### config.mk
export PLATFORM = sky130hd
export DESIGN_NAME = led_pattern_ctl
export DESIGN_NICKNAME = d
export VERILOG_FILES = /design/src/rtl/led_pattern_ctl_pkg.sv /design/src/rtl/led_pwm_chan.sv /design/src/rtl/led_pattern_ctl.sv
export SDC_FILE = /design/constraint.sdc
export NUM_CORES = 1
export LEC_CHECK = 0
export ABC_AREA = 1
export ABC_CLOCK_PERIOD_IN_PS = 1550
export BUFFER_PORTS_ARGS = -buffer_cell sky130_fd_sc_hd__buf_2
export CORE_UTILIZATION = 35
export DETAILED_ROUTE_END_ITERATION = 7
export PLACE_DENSITY = 0.56
export SYNTH_ARGS = -nofsm -noshare
export SYNTH_HDL_FRONTEND = slang
export SYNTH_HIERARCHICAL = 1
export SYNTH_SLANG_ARGS = --single-unit
### constraint.sdc
create_clock -name xclk -period 1.55 [get_ports xclk]
set_input_delay 0.155 -clock xclk [delete_from_list [all_inputs] [get_ports xclk]]
set_output_delay 0.155 -clock xclk [all_outputs]
set_load 0.02 [all_outputs]
### src/rtl/led_pattern_ctl_pkg.sv
// led_pattern_ctl_pkg: shared mode encodings, register map fields and ramp direction type.
`default_nettype none

package led_pattern_ctl_pkg;

  localparam int ADDR_W       = 5;
  localparam int DATA_W       = 8;
  localparam int MODE_W       = 3;
  localparam int ADDR_REG_BIT = 0;
  localparam int ADDR_CH_LSB  = 1;
  localparam int ADDR_CH_MSB  = 4;
  localparam int CH_W         = ADDR_CH_MSB - ADDR_CH_LSB + 1;

  typedef logic [MODE_W-1:0] led_mode_t;

  localparam led_mode_t LED_MODE_OFF     = 3'd0;
  localparam led_mode_t LED_MODE_ON      = 3'd1;
  localparam led_mode_t LED_MODE_BLINK   = 3'd2;
  localparam led_mode_t LED_MODE_ALT     = 3'd3;
  localparam led_mode_t LED_MODE_BREATHE = 3'd4;

  typedef enum logic {
    RAMP_UP   = 1'b0,
    RAMP_DOWN = 1'b1
  } ramp_dir_e;

endpackage

`default_nettype wire

### src/rtl/led_pwm_chan.sv
// led_pwm_chan: one LED channel - mode/level registers and the registered LED drive.
`default_nettype none

module led_pwm_chan
  import led_pattern_ctl_pkg::*;
#(
  parameter int PWM_BITS = 8,
  parameter int CH_IDX   = 0
) (
  input  logic                i_clk,
  input  logic                i_rst_n,
  input  logic                i_we_mode,
  input  logic                i_we_level,
  input  led_mode_t           i_mode_data,
  input  logic [PWM_BITS-1:0] i_level_data,
  input  logic [PWM_BITS-1:0] i_pwm_cnt,
  input  logic                i_phase,
  input  logic [PWM_BITS-1:0] i_ramp,
  output led_mode_t           o_mode,
  output logic [PWM_BITS-1:0] o_level,
  output logic                o_led
);

  // Odd channels run ALT in antiphase to even ones.
  localparam logic c_odd = CH_IDX[0];

  led_mode_t           r_mode;
  logic [PWM_BITS-1:0] r_level;
  logic                r_led;
  logic                w_level_on;
  logic                w_ramp_on;
  logic                w_led_next;

  always_ff @(posedge i_clk or negedge i_rst_n) begin
    if (!i_rst_n) begin
      r_mode  <= LED_MODE_OFF;
      r_level <= '1;
    end else begin
      if (i_we_mode)  r_mode  <= i_mode_data;
      if (i_we_level) r_level <= i_level_data;
    end
  end

  always_comb begin
    w_level_on = (r_level > i_pwm_cnt);
    w_ramp_on  = (i_ramp > i_pwm_cnt);
    w_led_next = 1'b0;
    case (r_mode)
      LED_MODE_ON:      w_led_next = w_level_on;
      LED_MODE_BLINK:   w_led_next = i_phase & w_level_on;
      LED_MODE_ALT:     w_led_next = (i_phase ^ c_odd) & w_level_on;
      LED_MODE_BREATHE: w_led_next = w_ramp_on;
      default:          w_led_next = 1'b0;
    endcase
  end

  always_ff @(posedge i_clk or negedge i_rst_n) begin
    if (!i_rst_n) r_led <= 1'b0;
    else          r_led <= w_led_next;
  end

  assign o_mode  = r_mode;
  assign o_level = r_level;
  assign o_led   = r_led;

endmodule

`default_nettype wire

### src/rtl/led_pattern_ctl.sv
// led_pattern_ctl: multi-channel LED pattern engine with a shared prescaled time base.
`default_nettype none

module led_pattern_ctl
  import led_pattern_ctl_pkg::*;
#(
  parameter int NUM_LEDS = 2,
  parameter int PWM_BITS = 8,
  parameter int PRE_BITS = 16
) (
  input  logic                xclk,
  input  logic                sys_rst,
  input  logic                wr,
  input  logic [ADDR_W-1:0]   wr_addr,
  input  logic [DATA_W-1:0]   wr_data,
  input  logic [ADDR_W-1:0]   rd_addr,
  output logic [DATA_W-1:0]   rd_data,
  output logic [NUM_LEDS-1:0] led,
  output logic                tick
);

  localparam logic [PRE_BITS-1:0] c_pre_last = '1;
  localparam logic [PRE_BITS-1:0] c_pre_tick = c_pre_last - PRE_BITS'(1);
  localparam logic [PWM_BITS-1:0] c_ramp_max = '1;

  logic [PRE_BITS-1:0] r_pre_cnt;
  logic                r_tick;
  logic [PWM_BITS-1:0] r_pwm_cnt;
  logic                r_phase;
  logic [PWM_BITS-1:0] r_ramp;
  ramp_dir_e           r_ramp_dir;
  logic [DATA_W-1:0]   r_rd_data;

  logic [CH_W-1:0]     w_wr_ch;
  logic [CH_W-1:0]     w_rd_ch;
  logic [DATA_W-1:0]   w_rd_data;
  led_mode_t           w_mode  [NUM_LEDS];
  logic [PWM_BITS-1:0] w_level [NUM_LEDS];

  // tick is registered, so it is raised one count early to land on the all-ones cycle.
  always_ff @(posedge xclk or negedge sys_rst) begin
    if (!sys_rst) begin
      r_pre_cnt <= '0;
      r_tick    <= 1'b0;
      r_pwm_cnt <= '0;
    end else begin
      r_pre_cnt <= r_pre_cnt + PRE_BITS'(1);
      r_tick    <= (r_pre_cnt == c_pre_tick);
      r_pwm_cnt <= r_pwm_cnt + PWM_BITS'(1);
    end
  end

  // Triangle ramp: endpoints are visited once, direction flips on arrival.
  always_ff @(posedge xclk or negedge sys_rst) begin
    if (!sys_rst) begin
      r_phase    <= 1'b0;
      r_ramp     <= '0;
      r_ramp_dir <= RAMP_UP;
    end else if (r_tick) begin
      r_phase <= ~r_phase;
      if (r_ramp_dir == RAMP_UP) begin
        if (r_ramp == c_ramp_max) begin
          r_ramp_dir <= RAMP_DOWN;
          r_ramp     <= r_ramp - PWM_BITS'(1);
        end else begin
          r_ramp <= r_ramp + PWM_BITS'(1);
        end
      end else begin
        if (r_ramp == '0) begin
          r_ramp_dir <= RAMP_UP;
          r_ramp     <= r_ramp + PWM_BITS'(1);
        end else begin
          r_ramp <= r_ramp - PWM_BITS'(1);
        end
      end
    end
  end

  assign w_wr_ch = wr_addr[ADDR_CH_MSB:ADDR_CH_LSB];
  assign w_rd_ch = rd_addr[ADDR_CH_MSB:ADDR_CH_LSB];

  for (genvar g = 0; g < NUM_LEDS; g++) begin : g_chan
    logic w_sel;
    assign w_sel = wr && (w_wr_ch == CH_W'(g));

    led_pwm_chan #(
      .PWM_BITS (PWM_BITS),
      .CH_IDX   (g)
    ) u_chan (
      .i_clk        (xclk),
      .i_rst_n      (sys_rst),
      .i_we_mode    (w_sel & ~wr_addr[ADDR_REG_BIT]),
      .i_we_level   (w_sel & wr_addr[ADDR_REG_BIT]),
      .i_mode_data  (wr_data[MODE_W-1:0]),
      .i_level_data (wr_data[PWM_BITS-1:0]),
      .i_pwm_cnt    (r_pwm_cnt),
      .i_phase      (r_phase),
      .i_ramp       (r_ramp),
      .o_mode       (w_mode[g]),
      .o_level      (w_level[g]),
      .o_led        (led[g])
    );
  end

  // Channels with no matching index fall through to zero.
  always_comb begin
    w_rd_data = '0;
    for (int i = 0; i < NUM_LEDS; i++) begin
      if (w_rd_ch == CH_W'(i)) begin
        w_rd_data = rd_addr[ADDR_REG_BIT] ? DATA_W'(w_level[i]) : DATA_W'(w_mode[i]);
      end
    end
  end

  always_ff @(posedge xclk or negedge sys_rst) begin
    if (!sys_rst) r_rd_data <= '0;
    else          r_rd_data <= w_rd_data;
  end

  assign rd_data = r_rd_data;
  assign tick    = r_tick;

endmodule

`default_nettype wire
* Yosys cells after proc, flatten, opt, wreduce, memory -nomap -nowiden *
Cells that the tools add are included.

storage, ports and cells
  output and inout port bits = 11
  logic and storage cells = 59
  bits in registers = 67
  bits of input ports = 21

operators by class
  add/sub/neg operators = 4
  equal/unequal tests = 12
  reductions and logical operators = 6
  magnitude comparators = 3
  muxes and demuxes = 12
  bitwise gates (word level) = 9

operator list
  operator                                                               number
  8-bit two-way mux                                                      7
  8-bit greater-than comparator                                          3
  16-bit by 1-bit adder with 16-bit output, second input constant        1
  8-bit by 1-bit adder with 8-bit output, second input constant          2
  16-bit equality test, second input constant                            1
  3-bit by 2-bit equality test with 1-bit output, second input constant  4
  4-bit by 1-bit equality test with 1-bit output, second input constant  2
  8-bit equality test, second input constant                             1
  4-bit logical NOT                                                      2
  8-bit logical NOT                                                      1
  8-bit by 1-bit subtractor with 8-bit output, second input constant     1
  1-bit bitwise AND                                                      7
  3-bit by 1-bit equality test with 1-bit output, second input constant  2
  3-bit equality test, second input constant                             2
  1-bit case mux with 4 select lines                                     1
  1-bit two-way mux                                                      3
  1-bit case mux with 3 select lines                                     1
  1-bit logical AND                                                      2
  1-bit NOT                                                              2
  2-bit OR reduction                                                     1

* Logic depth before layout (Yosys ltp) *
Gate-level depths: netlist of the first run.

  word-level depth = 3
  depth in mapped cells = 11

* Cells and area by module *
The synthesis of the first run kept the hierarchy.

by module, submodules not included
  module                            area an instance (sq um)  cells an instance  seq. area each (sq um)  times used
  led_pattern_ctl                   2347.3                    278                1076.0                  1
  led_pwm_chan at g_chan[1].u_chan  913.4                     106                310.3                   1
  led_pwm_chan at g_chan[0].u_chan  889.6                     105                310.3                   1

* Worst setup path after synthesis of the first run *
Ideal clock, no wire load.

  path type = reg-to-reg
  from = register r_ramp[0]
  to = register r_ramp[2]
  path buffers = 0
  data arrival time = 1.269 ns
  required time = 1.433 ns
  library setup time = 0.117 ns
  stages on the path, launching flop included = 12
  setup slack = 0.164 ns
  cells stage by stage = dfrtp_1 inv_1 ha_1 nand2_1 nor2_1 nand2_4 nand2_1 nand2_1 nand2_1 nand2_1 nand2_1 nand2_1

between the ends
  longest elaborated chain between the ends = 3
  elaborated cells between the ends (all ways) = 7
  classes of those cells = 2 x add/sub; 1 x eq/ne; 3 x mux; 1 x reduce/logical

RTL lines
  what                                                            line                                          text
  start, declared                                                 led_pattern_ctl.sv:30                         logic [PWM_BITS-1:0] r_ramp;
  start signal, assigned                                          led_pattern_ctl.sv:64                         r_ramp <= r_ramp - PWM_BITS'(1);
  start signal, assigned                                          led_pattern_ctl.sv:66                         r_ramp <= r_ramp + PWM_BITS'(1);
  start signal, assigned                                          led_pattern_ctl.sv:71                         r_ramp <= r_ramp + PWM_BITS'(1);
  8-bit by 1-bit adder with 8-bit output (tied with other cells)  led_pattern_ctl.sv:66, led_pattern_ctl.sv:71
  8-bit two-way mux, on equally long branches                     led_pattern_ctl.sv:62, led_pattern_ctl.sv:69
  8-bit two-way mux *                                             led_pattern_ctl.sv:61                         if (r_ramp_dir == RAMP_UP) begin

Every way passes the cells marked *; elsewhere a longest branch is shown, timed or not.
A chain may end at the register's enable or synchronous reset.

* Worst setup path in the final report of the first run *
  from = register r_tick, in the netlist tick
  to = output tick

RTL lines
  what                    line                   text
  start, declared         led_pattern_ctl.sv:27  logic r_tick;
  start signal, assigned  led_pattern_ctl.sv:48  r_tick <= (r_pre_cnt == c_pre_tick);
  end, declared           led_pattern_ctl.sv:19  output logic tick

No word-level cell between the ends.

==> impl_metrics.json, run 1 <==
{
  "status": "finished, final reports clean",
  "cts_max_level": 3,
  "final_cell_mix": "132 x nand2_1, 62 x inv_1, 49 x dfrtp_1, 38 x ha_1, 37 x nor2_1",
  "clock_path_buffers": 2,
  "rsz0062_at_grt": "true",
  "grt_pass1_wl_mm": 15.3,
  "fp-row-count": 39,
  "r2r-end": "g_chan[0].u_chan/o_led",
  "postRouteAntennaNets": 0,
  "grt_pass1_vias": 3263,
  "setup_viol": 0,
  "drcViolationCount": 0,
  "cp_max_fo": 10,
  "arrival_ns": 1.33,
  "dieArea_mm2": 0.0123,
  "gr-max-usage-layer": "met2",
  "met3_usage_pct": 4.92,
  "clkLatencyLatePin_ns": 0.33,
  "hold_depth": 2,
  "placed_cell_area_mm2": 0.00451,
  "post_cts_buffers": 0,
  "avgRoutedWirePerCell_um": 12.7,
  "cts_buffers": 9,
  "async_reset_ff_share_pct": 100,
  "place.gp.congestion": 0.883,
  "maxCapViolCount": 0,
  "grtUsageMet2_pct": 25.3,
  "worst_slew_pin_slew_ns": 0.428,
  "slew_headroom_pct": 71.5,
  "leakagePower_nw": 2.61,
  "ys_seq_area_share_pct": 40.9,
  "fp.dieH_um": 111,
  "fmax_mhz": 674,
  "vias_per_cell": 4.70,
  "worstPathRequired_ns": 1.39,
  "ys_warn_count": 6,
  "clk_pin_slew_ns": 0.06,
  "vias": 3203,
  "hold_end": "g_chan[1].u_chan/o_level[4]",
  "dp_hpwl_mm": 6.55,
  "vdd_ir_drop_max_uv": 930,
  "worstRegToRegCells": 6,
  "clock-sinks": 67,
  "top_level_ports": 32,
  "totalWireLength_mm": 8.63,
  "area_growth_pct": 16.4,
  "avgSynthCellArea_um2": 8.49,
  "cts_tree": "built",
  "cp-start-kind": "register",
  "slew_viol_final": 0,
  "grtUsageTotal_pct": 15.5,
  "finish.utilization_pct": 42.1,
  "post-route-period-util_pct": 95.7,
  "drive_above_1_share_pct": 21.7,
  "r2r-start": "r_ramp[6]",
  "end_kind": "output pin",
  "ys_seq_elements": 67,
  "p_per_area_mw_per_mm2": 963,
  "coreArea_mm2": 0.0115,
  "power_w": 0.00465,
  "synth_nets": 548,
  "synthFlopType": "dfrtp_1",
  "drtIter0Drc": 121,
  "grt_max_degree": 68,
  "cts_root_buffer": "clkbuf_16",
  "setup_tns_ns": 0,
  "grt_use_met1_pct": 19.8,
  "syn_area_mm2": 0.00415,
  "synth_cells": 489,
  "antenna_cells": 0,
  "die_w_um": 111,
  "grt-ovfl-total": 0,
  "worstHoldPathType": "input pin to register",
  "rrSetupSlack_ns": 0.11,
  "antenna_found_initial": 0,
  "min_from": "wr_data[4]",
  "final_nets": 593,
  "mostFrequentLayoutCell": "nand2_1",
  "start_util_pct": 36.2,
  "worstSetupPathType": "register to output pin",
  "portBuffers": 31,
  "hold_violations": 0,
  "min_period_ns": 1.48,
  "skew_ns": 0.00454,
  "final_area_mm2": 0.00483,
  "synth_edf_count": 0,
  "drtPass1Iterations": 4,
  "synth.distinct_cells": 35
}
[layout make-up]
class,count,area [um2]
Timing Repair Buffer,39,230
Clock inverter,7,67.6
Clock buffer,9,225
Multi-Input combinational cell,352,2190
Inverter,65,244
Tap cell,143,179
Sequential cell,67,1700
Fill cell,1137,6640
[logic make-up after synthesis]
group | share of synthesized area [%]
buf+inv | 6.84
flops | 40.9
mux | 4.70
xor+xnor | 5.91
simple gates | 24.4
compound gates | 5.82
fa+ha+maj | 11.5
[power breakdown]
group | switching, W | internal [W] | leakage [nW] | total, W
Combinational | 0.000312 | 0.000260 | 1.63 | 0.000572
Sequential | 0.000116 | 0.00195 | 0.832 | 0.00206
Clock | 0.000776 | 0.00124 | 0.149 | 0.00202
Total | 0.00120 | 0.00345 | 2.61 | 0.00465
[layer usage]
layer	wire length (um)	up-vias	share of wire, %
met5	0	-	0
met4	76	0	0.88
met3	359	7	4.2
met2	4070	53	47
met1	4130	1496	48
li1	-	1647	-
[registers in the layout (all words and copies together), names as in the netlist]
register and count:
r_pre_cnt 16, r_pwm_cnt 8, g_chan.u_chan/o_mode 6, g_chan.u_chan/o_led 2, r_phase 1, r_ramp_dir 1, g_chan.u_chan/o_level 16, tick 1
rd_data 8, r_ramp 8
[critical path, cell delays in order, from the launching register on]
cell	delay, ns
dfrtp_1	0.60
buf_4	0.23
buf_2	0.16
[synthesized netlist by cell type, types with 2 or more instances]
| cell | instances | share of area, % |
|---|---|---|
| a21o_1 | 3 | 0.54 |
| a21oi_1 | 22 | 2.7 |
| buf_2 | 2 | 0.24 |
| buf_6 | 2 | 0.54 |
| dfrtp_1 | 51 | 31 |
| dfstp_2 | 16 | 10 |
| ha_1 | 38 | 11 |
| inv_1 | 62 | 5.6 |
| inv_2 | 3 | 0.27 |
| mux2_2 | 8 | 2.2 |
| mux2_4 | 7 | 2.5 |
| nand2_1 | 132 | 12 |
| nand2_2 | 7 | 1.1 |
| nand2_4 | 2 | 0.54 |
| nand3_1 | 22 | 2.7 |
| nand3_2 | 2 | 0.48 |
| nand3b_1 | 2 | 0.36 |
| nand4_1 | 4 | 0.60 |
| nor2_1 | 38 | 3.4 |
| nor2_2 | 4 | 0.60 |
| nor3_1 | 3 | 0.36 |
| nor3_2 | 2 | 0.48 |
| nor3_4 | 2 | 0.78 |
| o21ai_0 | 14 | 1.7 |
| o21ai_1 | 3 | 0.36 |
| or2_2 | 3 | 0.45 |
| xnor2_1 | 7 | 1.5 |
| xor2_1 | 21 | 4.4 |
[worst max path at each step]
stage	endpoint	start	cells past startpoint
CTS	tick	tick	2
floorplan	r_ramp[2]	r_ramp[0]	11
global placement	r_ramp[1]	r_ramp[0]	9
detailed placement	r_ramp[1]	r_ramp[0]	9
finish	tick	tick	2
global route	g_chan[0].u_chan/o_led	r_ramp[3]	9
[per-stage QoR]
step           cells  setup slack [ns]  hold slack [ns]
3_3_place_gp     665            0.0867            0.207
6_report         682            0.0671           0.0657
2_1_floorplan    489             0.164           -0.141
5_1_grt          682           -0.0310           0.0589
3_5_place_dp     665            0.0624            0.211
4_1_cts          682            0.0417           0.0545
[repair_timing]
action / CTS / global route
hold buffers: 1 / 0
setup endpoints to repair: 0 / 11
resized for setup: 0 / 6
endpoints found under the hold margin: 51 / 0
(Power assumes the default switching activity.)
==> run 2, diff against run 1 <==
ABC_AREA = not set   (was 1)
CORE_MARGIN = 5   (was not set)
CORE_UTILIZATION = 60   (was 35)
PLACE_DENSITY = 0.85   (was 0.56)
==> impl_metrics.json, run 2 <==
{
  "min_period_ns": 2.19,
  "dp_hpwl_mm": 6.18,
  "drive_above_1_share_pct": 36.3,
  "slew_headroom_pct": 75.6,
  "worstPathRequired_ns": 1.80,
  "grt_pass1_wl_mm": 15.0,
  "synthAdderAreaFrac_pct": 12.5,
  "fmax_mhz": 457,
  "whs_ns": 0.0590,
  "grt-ovfl-total": 0,
  "synth-simple-area-share_pct": 14.6,
  "wl_met3_um": 548,
  "cp_slowest_cell": "or4_4",
  "synth_edf_count": 0,
  "worstRegToRegCells": 6,
  "ys_top_cells_by_area": "dfrtp_1 34%, ha_1 12%, dfstp_2 11%",
  "clock_path_buffers": 2,
  "skew_ns": 0.00573,
  "clk_pin_slew_ns": 0.07,
  "final_nets": 486,
  "synth_top_family_by_area": "simple AND/OR/NAND/NOR gates",
  "wl_met2_mm": 4.77,
  "cp-startpoint": "r_ramp[4]",
  "cp.depth": 6,
  "rsz0062_at_grt": "true",
  "cts_root_buffer": "clkbuf_8",
  "path_cells": "or4_4 -> o41a_4 -> a31oi_4 -> buf_12 -> mux2i_4 -> xor2_1",
  "ys_seq_elements": 67,
  "synth_compound_area_share_pct": 8.81,
  "r2r-start": "r_ramp[4]",
  "r2r-end": "r_ramp[3]",
  "status": "complete, but fails checks",
  "worstSetupPathType": "register to register",
  "grt_max_degree": 68,
  "vias": 3026,
  "fillers": 377,
  "p_per_area_mw_per_mm2": 844,
  "vdd_ir_drop_max_uv": 684,
  "post-route-period-util_pct": 141,
  "cts_buffers": 9,
  "arrival_ns": 2.44,
  "fp.dieH_um": 89.7,
  "portBuffers": 31,
  "crit_family": "compound AO/OA/AOI/OAI gates",
  "dieArea_mm2": 0.00804,
  "totalWireLength_mm": 9.23,
  "synth_cells": 338,
  "leakagePower_nw": 2.32,
  "postRouteAntennaNets": 0,
  "clock-sinks": 67,
  "antenna_found_initial": 0,
  "end_kind": "register",
  "cts_max_level": 3,
  "power_w": 0.00406,
  "grt_pass1_vias": 3232,
  "area_growth_pct": 26.2,
  "critPathMaxStageDelay_ns": 0.54,
  "highest_layer": "met4",
  "drtPass1Iterations": 4,
  "synth.distinct_cells": 49,
  "die_w_um": 89.7,
  "clkLatencyLatePin_ns": 0.34,
  "rrSetupSlack_ns": -0.64,
  "synth_xor_area_share_pct": 6.67,
  "met1_length_mm": 3.62,
  "violations": "negative setup slack",
  "synth_common_cells": "51 x dfrtp_1, 38 x ha_1, 25 x inv_1",
  "cp_max_fo": 5,
  "yosysMostFrequentCell": "dfrtp_1",
  "async_reset_ff_share_pct": 100,
  "syn_area_mm2": 0.00381,
  "cp-start-kind": "register",
  "start_util_pct": 60.7,
  "ys_seq_area_share_pct": 44.6,
  "netlist.area_leader.share_pct": 33.5,
  "setup_viol": 10,
  "cts_tree": "built",
  "fin_ws_ns": -0.639,
  "endpoint": "r_ramp[3]",
  "maxCapViolCount": 0,
  "placed_cell_area_mm2": 0.00439,
  "ys_warn_count": 6,
  "hold_violations": 0,
  "final_area_mm2": 0.00480,
  "coreArea_mm2": 0.00628,
  "drcViolationCount": 0,
  "vias_per_cell": 5.94,
  "setup_tns_ns": -5.10,
  "worst_slew_pin_slew_ns": 0.365,
  "fp-row-count": 29,
  "top_level_ports": 32,
  "drtIter0Drc": 154,
  "avgSynthCellArea_um2": 11.3,
  "antenna_cells": 0,
  "synth_top_area_cell": "dfrtp_1",
  "final_cell_mix": "50 x dfrtp_1, 44 x buf_4, 31 x buf_2, 30 x ha_1, 23 x inv_1",
  "worstHoldPathType": "input pin to register",
  "muxShareOfSynthArea_pct": 9.33,
  "grtUsageTotal_pct": 25.0,
  "place.gp.congestion": 0.885,
  "avgRoutedWirePerCell_um": 18.1,
  "synthFlopType": "dfrtp_1",
  "slew_viol_final": 0,
  "mostFrequentLayoutCell": "dfrtp_1",
  "synth_nets": 397,
  "path_buf_inv": 1
}
-- run 2: changes by cell type after synthesis, moves of 10 or more --
| cell | delta |
|---|---|
| o21ai_0 | -10 |
| mux2_1 | +10 |
| inv_1 | -37 |
| a21oi_1 | -10 |
| nand3_1 | -10 |
| nor2_1 | -25 |
| nand2_1 | -112 |
| mux2i_1 | +13 |
-- run 2: worst min path at each step --
| stage | to | startpoint | slack (ns) | cells past startpoint |
|---|---|---|---|---|
| after detailed placement | rd_data[7] | sys_rst | 0.19 | 2 |
| after global routing | g_chan[1].u_chan/o_level[3] | wr_data[3] | 0.06 | 2 |
| after CTS | g_chan[0].u_chan/o_level[7] | wr_data[7] | 0.04 | 2 |
| final | g_chan[0].u_chan/o_level[4] | wr_data[4] | 0.06 | 2 |
| after floorplan | g_chan[0].u_chan/o_led | sys_rst | -0.14 | 0 |
| after global placement | rd_data[7] | sys_rst | 0.19 | 2 |
-- run 2: cell families after synthesis --
| family | count (synthesis) |
|---|---|
| AOI/OAI and AO/OA | 44 |
| xor gates and xnor gates | 29 |
| adders and majority gates | 38 |
| buffers and inverters | 31 |
| DFF | 67 |
| muxes | 33 |
| and+or+nand+nor | 96 |
-- run 2: final cells by class --
cell class,count,area [um2],area share [%]
Multi-Input combinational cell,240,2120,44.2
Sequential cell,67,1700,35.3
Timing Repair Buffer,84,612,12.7
Clock buffer,13,139,2.89
Tap cell,77,96.3,2.01
Inverter,25,93.8,1.95
Clock inverter,3,40.0,0.834
-- run 2: report_power, final --
| part | switching, W | internal (W) |
|---|---|---|
| Sequential | 0.000115 | 0.00194 |
| Combinational | 0.000314 | 0.000327 |
| Clock | 0.000621 | 0.000741 |
-- run 2: per-stage QoR --
step | utilization, % | std cells | setup WS [ns]
after floorplan | - | 338 | -0.567
after global placement | 69.9 | 484 | -0.475
final | 76.5 | 509 | -0.639
after CTS | 75.3 | 506 | -0.610
after detailed placement | 69.9 | 484 | -0.614
after global routing | 76.5 | 509 | -0.650
-- run 2: worst reg2reg max path, cell delays in order, from the launching register on --
cell	delay [ns]
dfrtp_1	0.40
or4_4	0.54
o41a_4	0.39
a31oi_4	0.20
buf_12	0.16
mux2i_4	0.21
xor2_1	0.20
-- run 2: per-layer routing --
layer,up-vias,GRT usage (%)
met5,-,0
met4,0,12.6
met3,30,5.75
met2,117,43.6
met1,1484,28.7
li1,1395,-
-- run 2: repair_timing --
item	CTS	global route
hold buffers	1	0
pin swaps	10	10
endpoints found under the hold margin	51	0
resized for setup	20	9
endpoints found under the setup margin	11	10
buffers inserted	5	4
cloned	0	0
